[config.mk]
export PLATFORM = sky130hd
export DESIGN_NAME = qr_frame_scheduler
export DESIGN_NICKNAME = d
export VERILOG_FILES = /design/src/rtl/qr_frame_scheduler.sv
export SDC_FILE = /design/constraint.sdc
export NUM_CORES = 1
export LEC_CHECK = 0
export ABC_AREA = 1
export ABC_CLOCK_PERIOD_IN_PS = 8400
export CORE_MARGIN = 2
export CORE_UTILIZATION = 59
export CTS_BUF_LIST = sky130_fd_sc_hd__clkbuf_16
export DETAILED_ROUTE_END_ITERATION = 10
export PLACE_DENSITY = 0.79
export REMOVE_ABC_BUFFERS = 1
export SLEW_MARGIN = 15
export SYNTH_ARGS = -nofsm -noshare
export SYNTH_HDL_FRONTEND = slang
export SYNTH_SLANG_ARGS = --single-unit
[constraint.sdc]
create_clock -name Clk -period 8.4 [get_ports Clk]
set_input_delay 2.52 -clock Clk [delete_from_list [all_inputs] [get_ports Clk]]
set_output_delay 2.52 -clock Clk [all_outputs]
set_load 0.05 [all_outputs]
[src/rtl/qr_frame_scheduler.sv]
// qr_frame_scheduler
// Collects 4-word matrix rows into a ping-pong frame buffer and replays each
// complete frame to the QR core as one unbroken core_in_valid burst. An idle
// gap follows every burst so the core sees each frame start. Frames in flight
// are counted against a credit limit. Completions and protocol errors are
// reported back to the controller.
module qr_frame_scheduler #(
  parameter int W            = 20,
  parameter int N_ROWS       = 4,
  parameter int GAP          = 1,
  parameter int MAX_INFLIGHT = 2
) (
  input  logic         Clk,
  input  logic         Reset,
  input  logic         cfg_enable,
  input  logic         s_valid,
  output logic         s_ready,
  input  logic [W-1:0] s_data1,
  input  logic [W-1:0] s_data2,
  input  logic [W-1:0] s_data3,
  input  logic [W-1:0] s_data4,
  input  logic         s_last,
  output logic         core_in_valid,
  output logic [W-1:0] core_data1,
  output logic [W-1:0] core_data2,
  output logic [W-1:0] core_data3,
  output logic [W-1:0] core_data4,
  input  logic         core_out_valid,
  output logic         frame_done,
  output logic [2:0]   inflight,
  output logic [15:0]  frames_issued,
  output logic         err_framing,
  output logic         err_unexpected
);

  localparam int RW    = $clog2(N_ROWS);
  localparam int AW    = $clog2(2 * N_ROWS);
  localparam int GW    = $clog2(GAP + 1);
  localparam int DEPTH = 2 * N_ROWS;

  localparam logic [RW-1:0] LAST_ROW   = RW'(N_ROWS - 1);
  localparam logic [GW-1:0] GAP_LOAD   = GW'(GAP);
  localparam logic [2:0]    MAX_CREDIT = 3'(MAX_INFLIGHT);

  typedef enum logic [1:0] {
    ST_IDLE  = 2'd0,
    ST_ISSUE = 2'd1,
    ST_GAP   = 2'd2
  } state_t;

  state_t           state_q, state_d;
  logic             wr_bank_q, wr_bank_d;
  logic [RW-1:0]    wr_row_q, wr_row_d;
  logic             rd_bank_q, rd_bank_d;
  logic [RW-1:0]    rd_row_q, rd_row_d;
  logic [1:0]       full_q, full_d;
  logic [GW-1:0]    gap_q, gap_d;
  logic [2:0]       inflight_q, inflight_d;
  logic [15:0]      issued_q, issued_d;
  logic             err_framing_q, err_framing_d;
  logic             err_unexp_q, err_unexp_d;
  logic             cov_prev_q;
  logic             civ_q, civ_d;
  logic [4*W-1:0]   cdata_q, cdata_d;
  logic             done_q, done_d;

  // Frame storage: bank 0 occupies entries 0..N_ROWS-1, bank 1 the rest
  logic [4*W-1:0]   mem_q [DEPTH];

  logic             accept_s;
  logic             wr_last_s;
  logic             rise_s;
  logic             complete_s;
  logic             launch_s;
  logic             rd_done_s;
  logic [AW-1:0]    wr_addr_s;
  logic [AW-1:0]    rd_addr_s;
  logic [4*W-1:0]   rd_data_s;

  // Upstream may only write into a bank that is not holding an unissued frame
  assign s_ready    = ~Reset & cfg_enable & ~full_q[wr_bank_q];
  assign accept_s   = s_valid & s_ready;
  assign wr_last_s  = (wr_row_q == LAST_ROW);
  assign rise_s     = core_out_valid & ~cov_prev_q;
  assign complete_s = rise_s & (inflight_q != 3'd0);
  assign wr_addr_s  = wr_bank_q ? (AW'(N_ROWS) + AW'(wr_row_q)) : AW'(wr_row_q);
  // Read address follows the next row so the output register gets it in step
  assign rd_addr_s  = rd_bank_q ? (AW'(N_ROWS) + AW'(rd_row_d)) : AW'(rd_row_d);
  assign rd_data_s  = mem_q[rd_addr_s];

  // Issue FSM next state: launch decision, row sequencing, gap countdown
  always_comb begin
    state_d   = state_q;
    rd_row_d  = rd_row_q;
    rd_bank_d = rd_bank_q;
    gap_d     = gap_q;
    launch_s  = 1'b0;
    rd_done_s = 1'b0;
    case (state_q)
      ST_IDLE: begin
        if (full_q[rd_bank_q] && cfg_enable && (inflight_q < MAX_CREDIT)) begin
          state_d  = ST_ISSUE;
          rd_row_d = {RW{1'b0}};
          launch_s = 1'b1;
        end else begin
          state_d = ST_IDLE;
        end
      end
      ST_ISSUE: begin
        if (rd_row_q == LAST_ROW) begin
          state_d   = ST_GAP;
          rd_row_d  = {RW{1'b0}};
          rd_bank_d = ~rd_bank_q;
          gap_d     = GAP_LOAD;
          rd_done_s = 1'b1;
        end else begin
          rd_row_d = rd_row_q + RW'(1);
        end
      end
      ST_GAP: begin
        if (gap_q <= GW'(1)) begin
          state_d = ST_IDLE;
          gap_d   = {GW{1'b0}};
        end else begin
          gap_d = gap_q - GW'(1);
        end
      end
      default: begin
        state_d  = ST_IDLE;
        rd_row_d = {RW{1'b0}};
        gap_d    = {GW{1'b0}};
      end
    endcase
  end

  // Datapath next state: write pointers, bank flags, counters, error flags, core outputs
  always_comb begin
    wr_bank_d     = wr_bank_q;
    wr_row_d      = wr_row_q;
    full_d        = full_q;
    err_framing_d = err_framing_q;
    err_unexp_d   = err_unexp_q;
    inflight_d    = inflight_q;
    issued_d      = issued_q;
    civ_d         = 1'b0;
    cdata_d       = cdata_q;
    done_d        = 1'b0;

    if (accept_s) begin
      // Framing is by row count; a misplaced s_last is only flagged
      if (s_last != wr_last_s) begin
        err_framing_d = 1'b1;
      end else begin
        err_framing_d = err_framing_q;
      end
      if (wr_last_s) begin
        full_d[wr_bank_q] = 1'b1;
        wr_bank_d         = ~wr_bank_q;
        wr_row_d          = {RW{1'b0}};
      end else begin
        wr_row_d = wr_row_q + RW'(1);
      end
    end else begin
      wr_row_d = wr_row_q;
    end

    // The bank being read is never the bank being written, so no conflict here
    if (rd_done_s) begin
      full_d[rd_bank_q] = 1'b0;
    end else begin
      full_d[rd_bank_q] = full_d[rd_bank_q];
    end

    case ({launch_s, complete_s})
      2'b10:   inflight_d = inflight_q + 3'd1;
      2'b01:   inflight_d = inflight_q - 3'd1;
      default: inflight_d = inflight_q;
    endcase

    if (launch_s) begin
      issued_d = issued_q + 16'd1;
    end else begin
      issued_d = issued_q;
    end

    if (rise_s && (inflight_q == 3'd0)) begin
      err_unexp_d = 1'b1;
    end else begin
      err_unexp_d = err_unexp_q;
    end

    done_d = complete_s;

    // Core data only moves while a burst is on the bus
    if (state_d == ST_ISSUE) begin
      civ_d   = 1'b1;
      cdata_d = rd_data_s;
    end else begin
      civ_d   = 1'b0;
      cdata_d = cdata_q;
    end
  end

  // Control and output registers with synchronous reset
  always_ff @(posedge Clk) begin
    if (Reset) begin
      state_q       <= ST_IDLE;
      wr_bank_q     <= 1'b0;
      wr_row_q      <= {RW{1'b0}};
      rd_bank_q     <= 1'b0;
      rd_row_q      <= {RW{1'b0}};
      full_q        <= 2'b00;
      gap_q         <= {GW{1'b0}};
      inflight_q    <= 3'd0;
      issued_q      <= 16'd0;
      err_framing_q <= 1'b0;
      err_unexp_q   <= 1'b0;
      cov_prev_q    <= 1'b0;
      civ_q         <= 1'b0;
      cdata_q       <= {(4*W){1'b0}};
      done_q        <= 1'b0;
    end else begin
      state_q       <= state_d;
      wr_bank_q     <= wr_bank_d;
      wr_row_q      <= wr_row_d;
      rd_bank_q     <= rd_bank_d;
      rd_row_q      <= rd_row_d;
      full_q        <= full_d;
      gap_q         <= gap_d;
      inflight_q    <= inflight_d;
      issued_q      <= issued_d;
      err_framing_q <= err_framing_d;
      err_unexp_q   <= err_unexp_d;
      cov_prev_q    <= core_out_valid;
      civ_q         <= civ_d;
      cdata_q       <= cdata_d;
      done_q        <= done_d;
    end
  end

  // Frame buffer write port; no reset needed because full_q gates every read
  always_ff @(posedge Clk) begin
    if (accept_s) begin
      mem_q[wr_addr_s] <= {s_data1, s_data2, s_data3, s_data4};
    end
  end

  assign core_in_valid  = civ_q;
  assign core_data1     = cdata_q[4*W-1:3*W];
  assign core_data2     = cdata_q[3*W-1:2*W];
  assign core_data3     = cdata_q[2*W-1:W];
  assign core_data4     = cdata_q[W-1:0];
  assign frame_done     = done_q;
  assign inflight       = inflight_q;
  assign frames_issued  = issued_q;
  assign err_framing    = err_framing_q;
  assign err_unexpected = err_unexp_q;

endmodule
After elaboration in Yosys (flattened, before gate mapping)
Memories as Yosys holds them, arrays and structs flattened. A register that Yosys moved wholly into a read port is not among the register bits.
Index checks and enable logic that the tools add are counted.
Widths: inputs -> output; s select.
{"block": "totals", "word_cells": 100, "latchBits": 0, "out_inout_bits": 104, "mem_bits_ro": 0, "reg_bits": 35, "mem_bits_rw": 640, "input_bits": 86, "n_memories": 1}
{"memory": "mem_q", "depth": 8, "width": 80, "rd": 1, "rd_ports_with_merged_regs": 1, "wr": 1, "line_no": "68", "source": "logic [4*W-1:0] mem_q [DEPTH];"}
{"block": "op_classes", "bitwise": 14, "n_div": 0, "n_mul": 0, "eq_ne": 9, "shifts": 0, "add_sub_neg": 8, "order_cmp": 6, "n_mux": 35, "reduce_logical": 13}
{"operator": "$mux 1", "count": 18}
{"operator": "$add 16x1->16 const B", "count": 1}
{"operator": "$mux 2", "count": 8}
{"operator": "$pmux 2 s3", "count": 2}
{"operator": "$eq 2x2->1 const B", "count": 4}
{"operator": "$reduce_and 2->1", "count": 4}
{"operator": "$add 3x2->3 const A", "count": 2}
{"operator": "$eq 2x1->1 const B", "count": 3}
{"operator": "$mux 3", "count": 2}
{"operator": "$not 1->1", "count": 6}
{"operator": "$pmux 3 s2", "count": 1}
{"operator": "$and 1x1->1", "count": 5}
{"operator": "$logic_and 1x1->1", "count": 5}
{"operator": "$add 2x1->2 const B", "count": 2}
{"operator": "$lt 1x2->1 const B", "count": 2}
{"operator": "$add 3x1->3 const B", "count": 1}
{"operator": "$logic_not 3->1", "count": 1}
{"operator": "$lt 3x2->1 const B", "count": 1}
{"operator": "$pmux 1 s3", "count": 1}
{"operator": "$reduce_bool 3->1", "count": 1}
{"operator": "$sub 3x1->3 const B", "count": 1}
{"operator": "$and 2x2->2", "count": 1}
{"operator": "$bwmux 2", "count": 1}
{"operator": "$demux 1 s1", "count": 2}
{"operator": "9 further kinds", "count": 10}

Depth between registers and ports, before layout
{"block": "depth", "depth_word": 11, "depth_mapped": 14, "ltp_nobuf": 12}

Least setup slack after synthesis
OpenSTA, ideal clock, no wires.
{"block": "synth_timing", "path_kind": "in2reg", "startpoint": "input cfg_enable", "endpoint": "memory mem_q[1][0] (netlist name), enable pin", "stages": 6, "path_buffers": 0, "setup_ns": 0.519, "path_slack_ns": 0.306, "arrival_time_ns": 7.575, "required_time_ns": 7.881, "cell_sequence": "inv_1 > nor3_1 > nand2_1 > inv_1 > nand2_1 > nor2_1"}
{"block": "synth_between", "elab_chain_cells": 5}
{"item": "start, declared", "line_no": "15", "source": "input logic cfg_enable,"}
{"item": "$and 1x1->1 (2 in series)", "line_no": "81", "source": "assign s_ready = ~Reset & cfg_enable & ~full_q[wr_bank_q];"}
{"item": "via s_ready", "line_no": "17", "source": "output logic s_ready,"}
{"item": "$and 1x1->1", "line_no": "82", "source": "assign accept_s = s_valid & s_ready;"}
{"item": "$mux 1", "line_no": "243", "source": "if (accept_s) begin"}
{"item": "$mux 1 (not written as such)", "line_no": "244", "source": "mem_q[wr_addr_s] <= {s_data1, s_data2, s_data3, s_data4};"}
{"item": "end, declared", "line_no": "68"}
The timed path passes the listed nets, and every way through them passes these cells.

Worst setup path in the final report
{"block": "layout_timing", "startpoint": "input Reset", "endpoint": "output s_ready"}
{"block": "layout_between", "elab_chain_cells": 3}
{"item": "start, declared", "line_no": "14", "source": "input logic Reset,"}
{"item": "$not 1->1", "line_no": "81"}
{"item": "$and 1x1->1 (2 in series)", "line_no": "81"}
{"item": "end, declared", "line_no": "17"}
No other way between the ends.

==> results.toml <==
[yosys]
synthArstFlopShare_pct = 0
synth_most_common_cell = "nand3_1"
ys_types = 38
synth_top_area_share_pct = 60.8
synth_top_cell_by_area = "edfxtp_1"
syn_inst = 3049
ys_seq_area_share_pct = 68.0
ys_warn_count = 0
synth_edf_count = 640
ys_ff_latch = 754
avgSynthCellArea_um2 = 10.4
synth_commonest_cells = "810 x nand3_1, 685 x nand2_1, 640 x edfxtp_1, 511 x inv_1, 114 x dfxtp_1"
synthTopCellsByArea = "edfxtp_1 61%, nand3_1 13%, nand2_1 8.1%, dfxtp_1 7.2%, inv_1 6.1%"
syn_area_mm2 = 0.0316
synth_ff_type = "edfxtp_1"

[placed_design]
globalplace.congestion = 0.829
place_ws_ps = 1640
hpwl_um = 38700
dpl.cell_count = 3778
dpl_cell_area_mm2 = 0.0339
io_buffers = 189

[clock_tree]
clk_path_buf_depth = 3
cts_buffers = 76
clkLatencyLatePin_ps = 630
cts_resized = 0
htree_levels = 3
clock-sinks = 754
cts_setup_buffers = 0
clk_pin_slew_ps = 60
cts_tree = "built"
cts_hold_buf = 0
cts_root_buf = "clkbuf_16"

[critical_path]
cpLargestDelayFamily = "buffers and inverters"
cp.arrival_ps = 4230
slowest_stage = "clkdlybuf4s50_1"
crit_top_cell = "clkdlybuf4s50_1"
cp_max_fo = 20
endpoint_kind = "output port"
crit_chain = "clkdlybuf4s50_1, buf_4, nor3_1, clkdlybuf4s50_1"
slowest_delay_ps = 850
cp-start-kind = "primary input"
critPathKind = "in2out"
worst_ep_required_time_ps = 5880
critPathBufInv = 3

[timing]
worst_slack_ps = 1650
whs_ps = 452
rsz0062_at_grt = "false"
finalHoldViolations = 0
min_period_over_period_pct = 80.4
min_period_ps = 6750
setup_tns_ps = 0
slew_viol_final = 0
relSlewSlack_pct = 21.3
skew_ps = 26.5
finalSetupViolCount = 0
tightest_slew_ps = 1180
fmax_ghz = 0.148

[floorplanning]
die_x_um = 236
dieArea_mm2 = 0.0555
die_h_um = 236
start_util_pct = 59.9
row_count = 84
core_area_mm2 = 0.0528
io_pins = 190

[route]
drtAntennaViolNets = 0
route.vias.total = 22400
initialDrtViolationCount = 2628
drcViolationCount = 0
wl_per_cell_um = 19.5
finalWirelength_um = 76500
via_per_inst = 5.71
dr.pass1.iters = 8

[grt]
grt_pass1_vias = 22500
track_usage_pct = 27.3
antenna_found_initial = 15
grt_max_degree = 230
grt_pass1_wl_um = 118000
grt_overflow = 0

[layout]
area_delta_synth_final_pct = 15.3
final_cells = 3928
drive_above_1_share_pct = 5.17
final_util_pct = 69.1
nets = 3259
final_area_mm2 = 0.0365
final.fill_count = 3642

[job]
cap_violations = 0

[outcome]
status = "finished clean"

[power_and_ir_drop]
power_density_mw_per_mm2 = 211
p_leak_nw = 14.9
total_power_mw = 7.69
peakVddDrop_mv = 0.145

[min_path]
hold_class = "reg2reg"
-- worst reg2reg max path: stages (launching register included) --
cell      delay [ps]
dfxtp_4          760
clkinv_2         920
nand2_1          280
nand2_1          130
nand2_2          120
nand3_4          680
nand2_8         1020
buf_4            750
nand2_1          150
nand2_1          100
nand2_1           70
nand3_1          130
nand3_1          130
nand2_1          110
-- kinds of logic (layout without fill, tap and decap cells) --
| group | count (synthesis) | count (layout) | synth area share [%] |
|---|---|---|---|
| adder cells (fa/ha/maj) | 5 | 5 | 0.222 |
| XOR/XNOR | 3 | 3 | 0.0831 |
| AO/OA/AOI/OAI | 44 | 44 | 0.740 |
| flip-flops | 754 | 754 | 68.0 |
| other | 0 | 8 | 0 |
| buffers and inverters | 692 | 875 | 9.00 |
| AND/OR/NAND/NOR | 1551 | 1551 | 22.0 |
-- power by group --
group,total (mW),internal [mW],switching (mW)
clock,3.46,2.03,1.43
sequential,4.08,4.08,0.00569
combinational,0.151,0.0572,0.0939
total,7.69,6.17,1.53
-- cell usage in the layout (no fill, tap or decap), drive strengths merged, types with 8 or more instances in the layout --
cell type      instances
o21ai                 13
inv                  527
clkinv                36
clkbuf                76
bufinv                12
edfxtp               640
nor2                  34
buf                   29
dfxtp                114
a21oi                 26
clkdlybuf4s50        189
diode                  8
nand2                688
nand3                813
-- routing by layer --
| layer | part of all wire [%] | track usage [%] | vias up |
|---|---|---|---|
| li1 | - | - | 10400 |
| met3 | 8.9 | 5.01 | 221 |
| met1 | 39 | 34.4 | 10700 |
| met4 | 3.3 | 13.0 | 12 |
| met5 | 0.084 | 0 | - |
| met2 | 49 | 46.1 | 1103 |
-- cell type report --
cell class / instances / area [µm²] / area share [%]
multi-input combinational: 1603 / 7370 / 20.2
clock inverter: 66 / 674 / 1.85
timing repair buffer: 218 / 2180 / 5.99
inverter: 515 / 1940 / 5.32
clock buffer: 76 / 1900 / 5.22
antenna: 8 / 20.0 / 0.0549
sequential: 754 / 21500 / 59.0
tap: 688 / 861 / 2.36
-- state kept, by name (all words and copies together), names as in the netlist --
signal	flops
cov_prev_q	1
frame_done	1
full_q	2
state_q	2
wr_bank_q	1
inflight	3
rd_bank_q	1
err_framing	1
rd_row_q	2
err_unexpected	1
core_in_valid	1
frames_issued	16
mem_q	640
cdata_q	80
wr_row_q	2
-- path summary, 6_finish.rpt --
path / from / endpoint / slack, ps / cells past startpoint
max reg2reg: rd_bank_q$_SDFFE_PP0P_ / cdata_q[54]$_SDFFE_PP0P_ / 2990 / 13
max: Reset / s_ready / 1650 / 4
min: cdata_q[14]$_SDFFE_PP0P_ / cdata_q[14]$_SDFFE_PP0P_ / 450 / 2
min reg2reg: cdata_q[14]$_SDFFE_PP0P_ / cdata_q[14]$_SDFFE_PP0P_ / 450 / 2
Power figures use the tool's default switching activity.
